==> src/rtl/bpsk_rx_pkg.sv <==
// Shared types and sizing helpers for the BPSK receive chain.
// Used by bpsk_symbol_demod and symbol_integrator.
package bpsk_rx_pkg;

  typedef enum logic [1:0] {
    IDLE     = 2'd0,
    DEMOD    = 2'd1,
    DRAIN    = 2'd2,
    WAIT_LOW = 2'd3
  } state_t;

  // Room for WAVELENGTH terms of magnitude up to 2^DATA_WIDTH, plus sign.
  function automatic int unsigned acc_width(input int unsigned dw, input int unsigned wl);
    return dw + 1 + $clog2(wl);
  endfunction

  function automatic int unsigned cnt_width(input int unsigned n);
    return (n < 2) ? 1 : $clog2(n);
  endfunction

  function automatic int unsigned sample_cnt_width(input int unsigned wl);
    return cnt_width(wl);
  endfunction

  function automatic int unsigned bit_cnt_width(input int unsigned pb);
    return cnt_width(pb);
  endfunction

  localparam int unsigned SAMPLE_CNT_W = sample_cnt_width(8);
  localparam int unsigned BIT_CNT_W    = bit_cnt_width(32);

endpackage

==> src/rtl/bpsk_symbol_demod_if.sv <==
// Demodulated-bit valid/ready stream between bpsk_symbol_demod and its consumer.
interface bpsk_symbol_demod_if;
  logic bit_out;
  logic bit_valid;
  logic bit_ready;

  modport master (output bit_out, output bit_valid, input bit_ready);
  modport slave  (input bit_out, input bit_valid, output bit_ready);
endinterface

==> src/rtl/bpsk_symbol_demod_symbol_integrator.sv <==
// Per-symbol correlator: centers each sample, applies the sign-only carrier
// reference, integrates over one symbol and slices the result to a bit.
module symbol_integrator
  import bpsk_rx_pkg::*;
#(
  parameter int unsigned DATA_WIDTH = 8,
  parameter int unsigned WAVELENGTH = 8,
  parameter int unsigned AMPLITUDE  = 127
) (
  input  logic                  clk,
  input  logic                  rst_n,
  input  logic                  i_active,
  input  logic [DATA_WIDTH-1:0] i_sample,
  output logic                  o_decision,
  output logic                  o_decision_strobe
);

  localparam int unsigned ACC_W = acc_width(DATA_WIDTH, WAVELENGTH);
  localparam int unsigned SCW   = sample_cnt_width(WAVELENGTH);
  localparam logic [SCW-1:0] HALF    = SCW'(WAVELENGTH / 2);
  localparam logic [SCW-1:0] LAST    = SCW'(WAVELENGTH - 1);
  localparam logic [SCW-1:0] CNT_ONE = SCW'(1);
  localparam logic signed [DATA_WIDTH:0] AMP = (DATA_WIDTH + 1)'(AMPLITUDE);

  logic signed [DATA_WIDTH:0] w_centered;
  logic signed [ACC_W-1:0]    w_centered_ext;
  logic signed [ACC_W-1:0]    w_term;
  logic signed [ACC_W-1:0]    w_sum;
  logic                       w_last;

  logic signed [ACC_W-1:0]    r_acc;
  logic [SCW-1:0]             r_sample_cnt;

  assign w_centered     = $signed({1'b0, i_sample}) - AMP;
  assign w_centered_ext = {{(ACC_W - DATA_WIDTH - 1){w_centered[DATA_WIDTH]}}, w_centered};
  assign w_term         = (r_sample_cnt < HALF) ? w_centered_ext : -w_centered_ext;
  assign w_sum          = r_acc + w_term;
  assign w_last         = (r_sample_cnt == LAST);

  // Non-negative sum slices to 1, so an exact zero correlation yields 1.
  assign o_decision        = ~w_sum[ACC_W-1];
  assign o_decision_strobe = i_active & w_last;

  always_ff @(posedge clk or negedge rst_n) begin
    if (!rst_n) begin
      r_acc        <= '0;
      r_sample_cnt <= '0;
    end else if (i_active) begin
      if (w_last) begin
        r_acc        <= '0;
        r_sample_cnt <= '0;
      end else begin
        r_acc        <= w_sum;
        r_sample_cnt <= r_sample_cnt + CNT_ONE;
      end
    end
  end

endmodule

==> src/rtl/bpsk_symbol_demod.sv <==
// BPSK symbol demodulator: frame FSM, single-entry output register and
// optional differential decoder (enabled by `define BPSK_DIFF_DECODE_EN).
module bpsk_symbol_demod
  import bpsk_rx_pkg::*;
#(
  parameter int unsigned DATA_WIDTH   = 8,
  parameter int unsigned WAVELENGTH   = 8,
  parameter int unsigned AMPLITUDE    = 127,
  parameter int unsigned PAYLOAD_BITS = 32
) (
  input  logic                  clk,
  input  logic                  rst_n,
  input  logic [DATA_WIDTH-1:0] signal,
  input  logic                  sync,
  bpsk_symbol_demod_if.master   bit_if,
  output logic                  busy,
  output logic                  frame_done,
  output logic                  overflow
);

  localparam int unsigned BCW = bit_cnt_width(PAYLOAD_BITS);
  localparam logic [BCW-1:0] LAST_BIT = BCW'(PAYLOAD_BITS - 1);
  localparam logic [BCW-1:0] BIT_ONE  = BCW'(1);

  state_t r_state;
  state_t w_next;

  logic           r_sync_q;
  logic [BCW-1:0] r_bit_cnt;
  logic           r_bit;
  logic           r_valid;
  logic           r_overflow;
  logic           r_frame_done;

  logic w_start;
  logic w_active;
  logic w_frame_start;
  logic w_accept;
  logic w_last_accept;
  logic w_decision;
  logic w_strobe;
  logic w_bit;

  assign w_start       = sync & ~r_sync_q;
  assign w_frame_start = (r_state == IDLE) & w_start;
  // The start cycle already carries sample 0, so the integrator runs then too.
  assign w_active      = (r_state == DEMOD) | w_frame_start;
  assign w_accept      = r_valid & bit_if.bit_ready;

  symbol_integrator #(
    .DATA_WIDTH (DATA_WIDTH),
    .WAVELENGTH (WAVELENGTH),
    .AMPLITUDE  (AMPLITUDE)
  ) u_integrator (
    .clk               (clk),
    .rst_n             (rst_n),
    .i_active          (w_active),
    .i_sample          (signal),
    .o_decision        (w_decision),
    .o_decision_strobe (w_strobe)
  );

`ifdef BPSK_DIFF_DECODE_EN
  logic r_prev_decision;

  // Tracks every decision, including ones dropped on overflow.
  always_ff @(posedge clk or negedge rst_n) begin
    if (!rst_n) begin
      r_prev_decision <= 1'b1;
    end else if (w_frame_start) begin
      r_prev_decision <= 1'b1;
    end else if (w_strobe) begin
      r_prev_decision <= w_decision;
    end
  end

  assign w_bit = w_decision ^ r_prev_decision;
`else
  assign w_bit = w_decision;
`endif

  always_ff @(posedge clk or negedge rst_n) begin
    if (!rst_n) begin
      r_state   <= IDLE;
      r_sync_q  <= 1'b0;
      r_bit_cnt <= '0;
    end else begin
      r_state  <= w_next;
      r_sync_q <= sync;
      if (w_frame_start) begin
        r_bit_cnt <= '0;
      end else if (w_strobe) begin
        r_bit_cnt <= r_bit_cnt + BIT_ONE;
      end
    end
  end

  always_comb begin
    w_next        = r_state;
    w_last_accept = 1'b0;
    unique case (r_state)
      IDLE: begin
        if (w_start) begin
          w_next = DEMOD;
        end
      end
      DEMOD: begin
        if (w_strobe && (r_bit_cnt == LAST_BIT)) begin
          w_next = DRAIN;
        end
      end
      DRAIN: begin
        if (w_accept) begin
          w_next        = WAIT_LOW;
          w_last_accept = 1'b1;
        end
      end
      WAIT_LOW: begin
        if (!sync) begin
          w_next = IDLE;
        end
      end
      default: begin
        w_next = IDLE;
      end
    endcase
  end

  // A decision that collides with a full, unaccepted register is dropped.
  always_ff @(posedge clk or negedge rst_n) begin
    if (!rst_n) begin
      r_bit        <= 1'b0;
      r_valid      <= 1'b0;
      r_overflow   <= 1'b0;
      r_frame_done <= 1'b0;
    end else begin
      r_frame_done <= w_last_accept;
      if (w_strobe) begin
        if (r_valid && !bit_if.bit_ready) begin
          r_overflow <= 1'b1;
        end else begin
          r_bit   <= w_bit;
          r_valid <= 1'b1;
        end
      end else if (w_accept) begin
        r_bit   <= 1'b0;
        r_valid <= 1'b0;
      end
    end
  end

  assign bit_if.bit_out   = r_bit;
  assign bit_if.bit_valid = r_valid;
  assign busy             = (r_state == DEMOD) || (r_state == DRAIN);
  assign frame_done       = r_frame_done;
  assign overflow         = r_overflow;

endmodule
==> src/flat_wrapper.sv <==
// flat-port wrapper written by rule: the top's interface ports become plain ports
module bpsk_symbol_demod_flat import bpsk_rx_pkg::*;
#(
  parameter int unsigned DATA_WIDTH   = 8,
  parameter int unsigned WAVELENGTH   = 8,
  parameter int unsigned AMPLITUDE    = 127,
  parameter int unsigned PAYLOAD_BITS = 32
)
  (clk, rst_n, signal, sync, busy, frame_done, overflow, bit_if_bit_out, bit_if_bit_valid, bit_if_bit_ready);
  bpsk_symbol_demod_if bit_if_i ();
  input  logic clk;
  input  logic rst_n;
  input  logic [DATA_WIDTH-1:0] signal;
  input  logic sync;
  output logic busy;
  output logic frame_done;
  output logic overflow;
  output wire logic [$bits(bit_if_i.bit_out)-1:0] bit_if_bit_out;
  output wire logic [$bits(bit_if_i.bit_valid)-1:0] bit_if_bit_valid;
  input wire logic [$bits(bit_if_i.bit_ready)-1:0] bit_if_bit_ready;
  assign bit_if_bit_out = bit_if_i.bit_out;
  assign bit_if_bit_valid = bit_if_i.bit_valid;
  assign bit_if_i.bit_ready = bit_if_bit_ready;
  bpsk_symbol_demod #(.DATA_WIDTH(DATA_WIDTH), .WAVELENGTH(WAVELENGTH), .AMPLITUDE(AMPLITUDE), .PAYLOAD_BITS(PAYLOAD_BITS)) u_core (.clk(clk), .rst_n(rst_n), .signal(signal), .sync(sync), .bit_if(bit_if_i), .busy(busy), .frame_done(frame_done), .overflow(overflow));
endmodule
==> config.mk <==
export PLATFORM = sky130hd
export DESIGN_NAME = bpsk_symbol_demod_flat
export DESIGN_NICKNAME = d
export VERILOG_FILES = /design/src/rtl/bpsk_rx_pkg.sv /design/src/rtl/bpsk_symbol_demod_if.sv /design/src/rtl/bpsk_symbol_demod_symbol_integrator.sv /design/src/rtl/bpsk_symbol_demod.sv /design/src/flat_wrapper.sv
export SDC_FILE = /design/constraint.sdc
export NUM_CORES = 1
export LEC_CHECK = 0
export BUFFER_PORTS_ARGS = -buffer_cell sky130_fd_sc_hd__buf_2
export CORE_MARGIN = 2
export CORE_UTILIZATION = 60
export CTS_BUF_LIST = sky130_fd_sc_hd__clkbuf_4 sky130_fd_sc_hd__clkbuf_8
export CTS_CLUSTER_DIAMETER = 30
export DETAILED_ROUTE_END_ITERATION = 8
export GPL_TIMING_DRIVEN = 0
export PLACE_DENSITY = 0.8
export RECOVER_POWER = 100
export SLEW_MARGIN = 5
export SYNTH_ARGS = -nofsm -noshare
export SYNTH_HDL_FRONTEND = slang
export SYNTH_SLANG_ARGS = --single-unit
==> constraint.sdc <==
create_clock -name clk -period 5.3 [get_ports clk]
set_input_delay 0.265 -clock clk [delete_from_list [all_inputs] [get_ports clk]]
set_output_delay 0.265 -clock clk [all_outputs]
set_load 0.005 [all_outputs]
==> results of run 1 <==
per-layer routing:
layer / vias up / routed length [um]
li1: 924 / -
met1: 845 / 2080
met3: 2 / 80
met2: 15 / 1880
met4: 0 / 17
met5: - / 0
cells in the mapped netlist, drive strengths merged (5+ instances only):
| cell type | count |
|---|---|
| and3 | 5 |
| nand3 | 6 |
| ha | 22 |
| a21oi | 8 |
| o21ai | 14 |
| inv | 13 |
| nor3 | 9 |
| buf | 5 |
| dfrtp | 27 |
| nor2 | 25 |
| a22o | 6 |
| xnor2 | 12 |
| nand2 | 28 |
| xor2 | 9 |
repair_timing:
item,4_1_cts,5_1_grt
hold endpoints to repair,6,0
hold buffers,1,0
endpoints found under the setup margin,0,0
metrics by stage:
stage | instance area (um^2) | util [%]
6_report | 2390 | 65.8
2_1_floorplan | 2230 | -
4_1_cts | 2420 | 66.7
5_1_grt | 2390 | 65.8
3_5_place_dp | 2360 | 65.1
3_3_place_gp | 2360 | 65.1
registers in the layout, indices dropped and copies added (netlist names):
signal / count
u_core.overflow: 1
u_core.bit_if.bit_out: 1
u_core.u_integrator.r_sample_cnt: 3
u_core.r_bit_cnt: 5
u_core.frame_done: 1
u_core.u_integrator.r_acc: 12
u_core.r_sync_q: 1
u_core.r_state: 2
u_core.bit_if.bit_valid: 1
logic make-up (layout without fill, tap and decap cells):
family	count (synthesis)	in the layout	synth area share [%]
AO/OA/AOI/OAI	61	61	21.8
XOR/XNOR	21	21	9.41
multiplexers	2	2	0.952
AND/OR/NAND/NOR	92	92	19.6
adder cells (fa/ha/maj)	23	23	13.2
flip-flops	27	27	30.2
buffers and inverters	22	41	4.82
worst paths after layout:
kind | start | end | slack (ns) | cells after the start
setup / recovery | signal[0] | u_core.bit_if.bit_out | 1.47 | 15
hold / removal | sync | u_core.r_sync_q | 0.17 | 1
max in group asynchronous | rst_n | u_core.u_integrator.r_acc[1] | 3.65 | 2
setup reg to reg | u_core.u_integrator.r_sample_cnt[2] | u_core.u_integrator.r_acc[10] | 2.10 | 13
min in group asynchronous | rst_n | u_core.bit_if.bit_out | 0.83 | 2
hold reg to reg | u_core.overflow | u_core.overflow | 0.49 | 1
area by class of cell:
type / instances / area share, %
buffer: 9 / 2.41
clock inverter: 1 / 0.314
clock buffer: 3 / 1.73
sequential: 27 / 28.3
multi-input combinational: 199 / 59.5
timing repair buffer: 15 / 3.19
inverter: 13 / 2.04
tap: 48 / 2.51
power breakdown:
part / leakage, nW / switching (mW) / internal, mW
registers: 0.342 / 0.0604 / 0.290
logic: 0.733 / 0.509 / 0.429
clock network: 0.0217 / 0.0641 / 0.0533
==> qor.csv, run 1 <==
stage,metric,value,unit
run,max cap viols,0,
logic_synthesis,Yosys top cell area share,30.2,%
drt,initial drt markers,97,
final_layout,area delta synth->final,6.94,%
final_layout,"most common cell after layout, fill and taps aside",nand2_1,
worst_setup_path,"Slowest-stage cell, CP",a2111oi_0,
timing,# setup viols final,0,
logic_synthesis,Synth cell types,58,
grt,GRT Overall Usage,22.1,%
timing,RSZ-0062 raised after global routing,no,
final_layout,share of post-route cells with drive strength above 1,11.6,%
placement,dpl ws,1.67,ns
floorplanning,Die Span X,65.0,um
worst_setup_path,CP top delay family,compound AO/OA/AOI/OAI gates,
power,"Power, Total",1.41,mW
grt,initial antenna violation count,0,
timing,Fin Hold WS,0.166,ns
worst_setup_path,Critical path buffers and inverters,2,
worst_setup_path,worst-path cell chain,clkbuf_1 -> ha_1 -> clkbuf_1 -> nand3b_1 -> a2111oi_0 -> o211ai_1 -> o211a_4 -> ha_1 -> or2_2 -> a21oi_1 -> a31oi_4 -> xnor2_4 -> xor2_2 -> mux2i_1 -> o221ai_1,
placement,DP Wirelength,3160,um
clock_network,CTS tree,yes,
drt,ANT nets after route,0,
power,P_leak,1.10,nW
power,P per Cell Area,588,mW/mm^2
timing,final worst-path cycle share,72.2,%
logic_synthesis,synthesized area,0.00223,mm^2
placement,RD Place Congestion,0.876,
floorplanning,initial cell density of the core,61.5,%
clock_network,post_cts resized,0,
min_path,Hold Path Class,in2reg,
worst_setup_path,worst-path fanout max,8,
timing,fin crit period,3.83,ns
final_layout,Reg area,676,um^2
drt,Vias per Instance,5.67,
clock_network,Max clock buf depth,2,
timing,setup TNS,0,ns
grt,first-pass GRT wire length,7430,um
grt,M1 GR Usage,32.6,%
logic_synthesis,"FF+latch count, synth",27,
final_layout,area of the multi-input gates,0.00142,mm^2
timing,Slew @ Worst Pin,1.40,ns
grt,met3 Use GR,3.13,%
final_layout,n_diodes,0,
clock_network,root buffer cell,clkbuf_8,
logic_synthesis,syn nets,283,
worst_setup_path,Worst path max stage delay,0.80,ns
final_layout,FILL cells,326,
drt,drt total wl,4070,um
timing,Clock Skew,0.00553,ns
final_layout,Layout Cells excl Fill,315,
clock_network,H-tree lvl count,1,
worst_setup_path,CP required,5.49,ns
drt,routed length per instance,12.9,um
timing,Peak Freq,261,MHz
drt,Remaining DRCs,0,
floorplanning,full die area,0.00423,mm^2
timing,Slew Limit Fails,0,
clock_network,CTS sink count,27,
timing,relative slew slack,6.87,%
timing,setup ws final,1.47,ns
worst_setup_path,Arrival @ worst endpoint,4.02,ns
final_layout,"commonest cells after routing, fill and taps aside","nand2_1 (28), dfrtp_1 (27), nor2_1 (25), ha_1 (22)",
final_layout,Final nets,303,
grt,M2 GR Usage,36.0,%
logic_synthesis,post-synthesis sequential area ratio,30.2,%
logic_synthesis,"Async S/R FF share, synth",100,%
worst_setup_path,Setup crit start kind,input pin,
floorplanning,Chip Height,65.0,um
grt,vias in the first global route,1685,
drt,vias,1786,
run_status,status,"finished, final reports clean",
clock_network,clk_lat worst skew,0.27,ns
worst_setup_path,Critical Path Sink Type,flip-flop,
placement,Inst Count DP,310,
clock_network,CTS Buf Count,3,
logic_synthesis,Mapped Cells,248,
timing,hold violation count in the final report,0,
logic_synthesis,Synth area leaders,"dfrtp_1 (30%), ha_1 (12%), nand2_1 (4.7%)",
grt,largest net degree at the start of global routing,28,
clock_network,"Setup Fix Bufs, Post-CTS",0,
placement,PortBufs,14,
grt,"Most Used Layer, Global Route",met2,
logic_synthesis,Synth Warn #,0,
clock_network,clock slew seen by the registers of the worst setup and hold paths,0.10,ns
grt,GRT overflow,0,
logic_synthesis,syn avg cell area,9.01,um^2
floorplanning,row cnt,22,
logic_synthesis,Main synth FF type,dfrtp_1,
floorplanning,core box area,0.00363,mm^2
logic_synthesis,"area leader, netlist",dfrtp_1,
power,Max IR drop VDD,331,uV
drt,drt pass-1 iters,4,
worst_setup_path,"Worst Path Class, Setup",in2reg,
logic_synthesis,"EDFF count, synth",0,
floorplanning,I/O pin count,17,
(Power assumes the default switching activity.)
==> inputs of run 2 (changes only) <==
clock period = 3.6 ns   (was 5.3 ns; I/O delays follow)
==> run 2 against run 1 <==
Via count about the same. Die area unchanged. Critical path depth increased by 4. Total power increased by 48%. Clock-buffer cell count is the same. Sequential cell count did not move. Setup slack worse by 1.2 ns. Largest power group unchanged.
==> qor.csv, run 2 (same netlist as run 1, synthesis figures left out) <==
stage,metric,value,unit,change
placement,Inst Count DP,310,,unchanged
worst_setup_path,Setup crit start kind,input pin,,unchanged
final_layout,Final nets,303,,unchanged
clock_network,clock slew seen by the registers of the worst setup and hold paths,0.10,ns,about the same
timing,setup TNS,0,ns,unchanged
timing,Slew Limit Fails,0,,unchanged
floorplanning,I/O pin count,17,,unchanged
timing,hold violation count in the final report,0,,unchanged
timing,Clock Skew,0.00702,ns,was 0.00553 ns
final_layout,Largest Register,u_core.u_integrator.r_acc,,unchanged
timing,setup ws final,0.312,ns,was 1.47 ns
drt,Vias per Instance,5.67,,about the same
clock_network,CTS Hold Buffers Added,1,,unchanged
floorplanning,full die area,0.00423,mm^2,unchanged
placement,RD Place Congestion,0.876,,unchanged
floorplanning,core box area,0.00363,mm^2,unchanged
grt,GRT Overall Usage,22.1,%,unchanged
clock_network,CTS tree,yes,,unchanged
floorplanning,Chip Height,65.0,um,unchanged
power,Max IR drop VDD,488,uV,was 331 uV
grt,vias in the first global route,1685,,unchanged
worst_setup_path,CP startpoint,signal[0],,unchanged
worst_setup_path,R2R Setup Slk,0.48,ns,was 2.10 ns
timing,fin crit period,3.29,ns,
worst_setup_path,worst-path fanout max,8,,unchanged
clock_network,CTS Buf Count,3,,unchanged
grt,initial antenna violation count,0,,unchanged
floorplanning,initial cell density of the core,61.5,%,unchanged
timing,# setup viols final,0,,unchanged
drt,vias,1785,,was 1786
clock_network,Max clock buf depth,2,,unchanged
timing,Slew @ Worst Pin,1.45,ns,was 1.40 ns
worst_setup_path,Critical Path Sink Type,flip-flop,,unchanged
timing,relative slew slack,3.41,%,was 6.87%
timing,Peak Freq,304,MHz,
drt,drt total wl,4090,um,was 4070 um
min_path,Hold Path Class,in2reg,,unchanged
clock_network,root buffer cell,clkbuf_8,,unchanged
final_layout,fin area,0.00241,mm^2,was 0.00239 mm^2
grt,GRT overflow,0,,unchanged
worst_setup_path,R2R Path Start,u_core.u_integrator.r_sample_cnt[2],,unchanged
run_status,status,"finished, final reports clean",,unchanged
placement,DP Wirelength,3160,um,unchanged
worst_setup_path,Worst Setup EP,u_core.bit_if.bit_out,,unchanged
final_layout,area delta synth->final,8.06,%,was 6.94%
final_layout,Layout Cells excl Fill,315,,unchanged
clock_network,"Setup Fix Bufs, Post-CTS",0,,unchanged
clock_network,clk_lat worst skew,0.27,ns,about the same
run,max cap viols,0,,unchanged
worst_setup_path,r2r endpoint,u_core.bit_if.bit_out,,was u_core.u_integrator.r_acc[10]
placement,cell area after placement,0.00236,mm^2,unchanged
floorplanning,row cnt,22,,unchanged
worst_setup_path,CP required,3.79,ns,was 5.49 ns
drt,drt pass-1 iters,4,,unchanged
power,P per Cell Area,859,mW/mm^2,was 588 mW/mm^2
drt,Remaining DRCs,0,,unchanged
grt,largest net degree at the start of global routing,28,,unchanged
power,"Power, Total",2.08,mW,was 1.41 mW
worst_setup_path,Arrival @ worst endpoint,3.48,ns,was 4.02 ns
timing,final worst-path cycle share,91.3,%,
placement,dpl ws,0.0596,ns,was 1.67 ns
final_layout,share of post-route cells with drive strength above 1,12.7,%,was 11.6%
final_layout,max FFs per register,12,,unchanged
clock_network,H-tree lvl count,1,,unchanged
final_layout,"most common cell after layout, fill and taps aside",nand2_1,,unchanged
clock_network,CTS sink count,27,,unchanged
clock_network,post_cts resized,0,,unchanged
floorplanning,Die Span X,65.0,um,unchanged
placement,PortBufs,14,,unchanged
final_layout,"commonest cells after routing, fill and taps aside","nand2_1 (28), dfrtp_1 (27), nor2_1 (25), ha_1 (22), buf_2 (14)",,"was nand2_1 (28), dfrtp_1 (27), nor2_1 (25), ha_1 (22)"
drt,routed length per instance,13.0,um,was 12.9 um
timing,Fin Hold WS,0.0754,ns,was 0.166 ns
final_layout,n_diodes,0,,unchanged
drt,ANT nets after route,0,,unchanged
final_layout,fin util,66.5,%,was 65.8%
timing,RSZ-0062 raised after global routing,no,,unchanged
final_layout,largest registers,"u_core.u_integrator.r_acc: 12 flops, u_core.r_bit_cnt: 5 flops, u_core.u_integrator.r_sample_cnt: 3 flops",,unchanged
power,P_leak,1.10,nW,about the same
grt,first-pass GRT wire length,7430,um,unchanged
worst_setup_path,R2R depth,15,,was 13
worst_setup_path,"Worst Path Class, Setup",in2reg,,unchanged
drt,initial drt markers,102,,was 97
[run 2: metal layers]
| layer | vias to the layer above | track usage (%) | share of wire (%) |
|---|---|---|---|
| li1 | 925 | - | - |
| met1 | 841 | 32.6 | 51 |
| met2 | 17 | 36.0 | 46 |
| met3 | 2 | 3.13 | 2.1 |
| met4 | 0 | 2.34 | 0.42 |
| met5 | - | 0 | 0 |
[run 2: area by class of cell]
class	count	area, um^2
inverter	13	48.8
clock buffer	3	41.3
tap	48	60.1
timing repair buffer	15	76.3
clock inverter	1	7.51
buffer	9	58.8
sequential	27	676
fill	324	1220
multi-input combinational	199	1450
[run 2: worst min path at each step]
stage | startpoint | to | slack [ns] | depth (start not counted)
global placement | rst_n | u_core.r_bit_cnt[3] | 0.22 | 1
global route | sync | u_core.r_sync_q | 0.06 | 1
floorplan | rst_n | u_core.bit_if.bit_out | -0.12 | 0
finish | sync | u_core.r_sync_q | 0.08 | 1
CTS | sync | u_core.r_sync_q | 0.06 | 1
detailed placement | rst_n | u_core.bit_if.bit_out | 0.21 | 1
[run 2: critical path, stage by stage]
cell      delay [ns]
clkbuf_1        0.14
ha_1            0.22
buf_2           0.16
and3_1          0.18
buf_2           0.15
and2_2          0.21
nor2_1          0.09
nor2_1          0.04
o221a_2         0.27
nor2_1          0.12
nor2_1          0.07
ha_1            0.36
and3_1          0.19
a21oi_1         0.26
a31oi_4         0.16
xnor2_4         0.21
xor2_2          0.20
mux2i_1         0.10
o221ai_1        0.17
[run 2: power by group]
part           internal, mW  switching, mW  total, mW
Clock                0.0785         0.0955      0.174
Sequential            0.427         0.0887      0.516
Combinational         0.633          0.752       1.39
